## config.mk

```make
export PLATFORM = sky130hd
export DESIGN_NAME = pipeline_fifo
export DESIGN_NICKNAME = d
export VERILOG_FILES = /design/src/rtl/pipeline_fifo.sv
export SDC_FILE = /design/constraint.sdc
export NUM_CORES = 1
export LEC_CHECK = 0
export BUFFER_PORTS_ARGS = -buffer_cell sky130_fd_sc_hd__buf_2
export CORE_UTILIZATION = 45
export CTS_CLUSTER_DIAMETER = 150
export DETAILED_ROUTE_END_ITERATION = 16
export HOLD_SLACK_MARGIN = 0.06
export PLACE_DENSITY = 0.66
export SYNTH_ARGS = -nofsm -noshare
export SYNTH_HDL_FRONTEND = slang
export SYNTH_SLANG_ARGS = --single-unit
```

## constraint.sdc

```tcl
create_clock -name clk -period 2.7 [get_ports clk]
set_clock_uncertainty 0.1 [all_clocks]
set_input_delay 0.405 -clock clk [delete_from_list [all_inputs] [get_ports clk]]
set_output_delay 0.405 -clock clk [all_outputs]
set_load 0.1 [all_outputs]
```

## src/rtl/pipeline_fifo.sv

```systemverilog
// Elastic FIFO that uses the valid/backpressure token handshake. Every output
// is taken from registers, so no combinational path runs from input to output.
module pipeline_fifo #(
   parameter int unsigned Width      = 8,
   parameter int unsigned Depth      = 4,
   parameter int unsigned AlmostFull = Depth - 1
) (
   input  logic                       clk,
   input  logic                       resetn,
   input  logic [Width-1:0]           d,
   input  logic                       d_valid,
   output logic                       d_bp,
   output logic [Width-1:0]           q,
   output logic                       q_valid,
   input  logic                       q_bp,
   output logic [$clog2(Depth+1)-1:0] count,
   output logic                       almost_full
);

   localparam int unsigned PW = $clog2(Depth);
   localparam int unsigned CW = $clog2(Depth + 1);

   logic [Width-1:0] mem_q [Depth];
   logic [PW-1:0]    wr_ptr_q, wr_ptr_d;
   logic [PW-1:0]    rd_ptr_q, rd_ptr_d;
   logic [CW-1:0]    count_q,  count_d;
   logic             incoming, outgoing;

   assign d_bp        = (count_q == CW'(Depth));
   assign q_valid     = (count_q != '0);
   assign q           = mem_q[rd_ptr_q];
   assign count       = count_q;
   assign almost_full = (count_q >= CW'(AlmostFull));

   assign incoming = d_valid & ~d_bp;
   assign outgoing = q_valid & ~q_bp;

   always_comb begin
      wr_ptr_d = wr_ptr_q;
      rd_ptr_d = rd_ptr_q;
      count_d  = count_q;
      if (incoming) wr_ptr_d = wr_ptr_q + PW'(1);
      if (outgoing) rd_ptr_d = rd_ptr_q + PW'(1);
      if (incoming && !outgoing)      count_d = count_q + CW'(1);
      else if (outgoing && !incoming) count_d = count_q - CW'(1);
   end

   always_ff @(posedge clk or negedge resetn) begin
      if (!resetn) begin
         wr_ptr_q <= '0;
         rd_ptr_q <= '0;
         count_q  <= '0;
      end else begin
         wr_ptr_q <= wr_ptr_d;
         rd_ptr_q <= rd_ptr_d;
         count_q  <= count_d;
      end
   end

   // The storage array has no reset. Only the pointers and the count define which entries hold valid tokens.
   always_ff @(posedge clk) begin
      if (incoming) mem_q[wr_ptr_q] <= d;
   end

endmodule

```

==> flow_metrics.env <==
export IMPL_synth_top_cell_area_share_pct=60.0
export IMPL_core_region_area_sq_mm=0.00336
export IMPL_cts_resized=0
export IMPL_synth_ff_type="edfxtp_1"
export IMPL_use_met2_pct=23.8
export IMPL_syn_instance_count=80
export IMPL_area_growth_pct=16.5
export IMPL_vias_per_cell=4.96
export IMPL_grt_pass1_vias=791
export IMPL_diodes=0
export IMPL_syn_area_sq_mm=0.00160
export IMPL_cts_max_level=2
export IMPL_maxSlewHeadroom_pct=67.8
export IMPL_clk_latency_ps=330
export IMPL_drive_gt1_share_pct=46.9
export IMPL_grt_util_all_layers_pct=15.9
export IMPL_finalSetupViolCount=0
export IMPL_critical_path_max_stage_delay_ps=540
export IMPL_post_route_drc_count=0
export IMPL_post_drt_wl_per_cell_um=16.0
export IMPL_synth_edf_count=32
export IMPL_min_path_type="primary input to flip-flop"
export IMPL_cp_required_ps=2860
export IMPL_ys_seq_elements=39
export IMPL_yosys_warnings=0
export IMPL_cp_end_kind="flip-flop"
export IMPL_syn_avg_cell_area_sq_um=20.0
export IMPL_die_x_um=61.7
export IMPL_cts_setup_buffers=0
export IMPL_grtUsageMet1_pct=20.5
export IMPL_async_reset_ff_share_pct=17.9
export IMPL_synth_area_leaders="edfxtp_1 (60%), mux4_2 (11%), dfrtp_1 (11%)"
export IMPL_rsz0062_at_grt="false"
export IMPL_synth_cell_types=22
export IMPL_setup_tns_ps=0
export IMPL_synthMostInstantiatedCell="edfxtp_1"
export IMPL_die_h_um=61.7
export IMPL_cp_buffers_inverters=1
export IMPL_antenna_found_initial=0
export IMPL_crit_fanout=6
export IMPL_clk_pin_slew_worst_paths_ps=110
export IMPL_cp_common_cell="xor2_1"
export IMPL_worst_slew_pin_slew_ps=487
export IMPL_status="finished, final reports clean"
export IMPL_grt_max_degree=12
export IMPL_post_route_min_period_ps=2350
export IMPL_n_fill_cell=307
export IMPL_dp_cells=150
export IMPL_dieArea_sq_mm=0.00380
export IMPL_routed_wl_um=2550
export IMPL_synth_top_cell_by_area="edfxtp_1"
export IMPL_syn_nets=98
export IMPL_drv_cap=0
export IMPL_cp_cell_sequence="nor3_1 > or2_1 > ha_4 > inv_2 > fa_1 > xor2_1 > nor2_1 > xor2_1"
export IMPL_first_pass_iters=4
export IMPL_grt_ovfl_total=0
export IMPL_grt_pass1_wl_um=3860
export IMPL_ys_top_cells_by_count="edfxtp_1 (32), mux4_2 (8), dfrtp_1 (7)"
export IMPL_num_io_pins=26
export IMPL_cts_root_buf="clkbuf_4"
export IMPL_clockBufferDepth=2
export IMPL_met3_usage_pct=6.51
export IMPL_cp_top_family="simple AND/OR/NAND/NOR gates"
export IMPL_period_share_pct=87.2
export IMPL_drtIter0Drc=10
export IMPL_cts_sinks=39
export IMPL_start_util_pct=47.6
export IMPL_fin_cells=159
export IMPL_num_vias=788
export IMPL_grt_busiest_layer="met2"
export IMPL_worst_path_max_delay_cell="dfrtp_4"
export IMPL_io_buffers=25
export IMPL_start_kind="flip-flop"
export IMPL_rows=21
export IMPL_final_nets=130
export IMPL_numCtsBuffers=5
export IMPL_antenna_left=0
export IMPL_hpwl_um=1820
export IMPL_yosysSeqAreaShare_pct=70.9
export IMPL_fmax_mhz=425
export IMPL_tritoncts="yes"
export IMPL_gp_congestion=0.671
export IMPL_cp_arrival_ps=2510
export IMPL_path_class="flip-flop to flip-flop"
export IMPL_final_max_slew_violation_count=0
export IMPL_hold_viol=0
==> kinds of logic (layout without fill, tap and decap cells) <==
family | after synthesis | in the layout | synth area share, %
AND/OR/NAND/NOR | 11 | 11 | 5.00
flip-flops | 39 | 39 | 70.9
XOR/XNOR | 6 | 6 | 3.28
multiplexers | 10 | 10 | 12.9
buffers and inverters | 7 | 40 | 2.19
adder cells (fa/ha/maj) | 6 | 6 | 5.16
AO/OA/AOI/OAI | 1 | 1 | 0.547
==> path summary, 6_finish.rpt <==
kind,from,end,slack [ps],cells past startpoint
setup reg to reg,count[0]$_DFFE_PN0P_,count[2]$_DFFE_PN0P_,350,8
hold reg to reg,rd_ptr_q[0]$_DFFE_PN0P_,rd_ptr_q[0]$_DFFE_PN0P_,410,1
setup / recovery,count[0]$_DFFE_PN0P_,count[2]$_DFFE_PN0P_,350,8
min in group asynchronous,resetn,count[1]$_DFFE_PN0P_,330,2
max in group asynchronous,resetn,count[2]$_DFFE_PN0P_,1990,2
hold / removal,d[4],mem_q[2][4]$_DFFE_PP_,180,1
==> registers in the layout (all words and copies together), names as in the netlist <==
register,cells
mem_q,32
wr_ptr_q,2
rd_ptr_q,2
count,3
==> per-stage QoR <==
step	utilization (%)	hold slack [ps]	instance area, sq um	worst slack, ps
2_1_floorplan	-	9.41	1630	-188
3_3_place_gp	53.7	146	1810	497
3_5_place_dp	53.7	153	1810	374
4_1_cts	55.5	167	1870	350
5_1_grt	55.5	138	1870	211
6_report	55.5	180	1870	345
==> repair_timing <==
item                                   4_1_cts  5_1_grt
setup endpoints to repair                    0        0
hold buffers                                 1        0
endpoints found under the hold margin        7        0
==> layer usage <==
metal	up-vias	routed length [um]
li1	364	-
met1	402	1100
met2	17	1280
met3	5	126
met4	0	40
met5	-	0
==> layout make-up <==
class | count | area (sq um) | area share (%)
Sequential cell | 39 | 1150 | 61.5
Clock buffer | 6 | 41.3 | 2.21
Clock inverter | 2 | 7.51 | 0.402
Inverter | 4 | 15.0 | 0.805
Multi-Input combinational cell | 34 | 447 | 23.9
Timing Repair Buffer | 28 | 150 | 8.05
Tap cell | 46 | 57.6 | 3.09
==> cell usage in the layout, fill, tap and decap left out, types with 2 or more instances in the layout <==
cell       n
clkbuf_4   5
mux4_2     8
buf_2     25
clkinv_1   2
dfrtp_4    3
inv_1      3
mux2_4     2
buf_4      2
edfxtp_1  32
xor2_1     3
nor2_1     2
dfrtp_1    4
xnor2_1    3
and2_2     3
ha_1       4
Power is not shown: default switching activity piles up to over one toggle a cycle in this logic, so the estimate is an artifact.
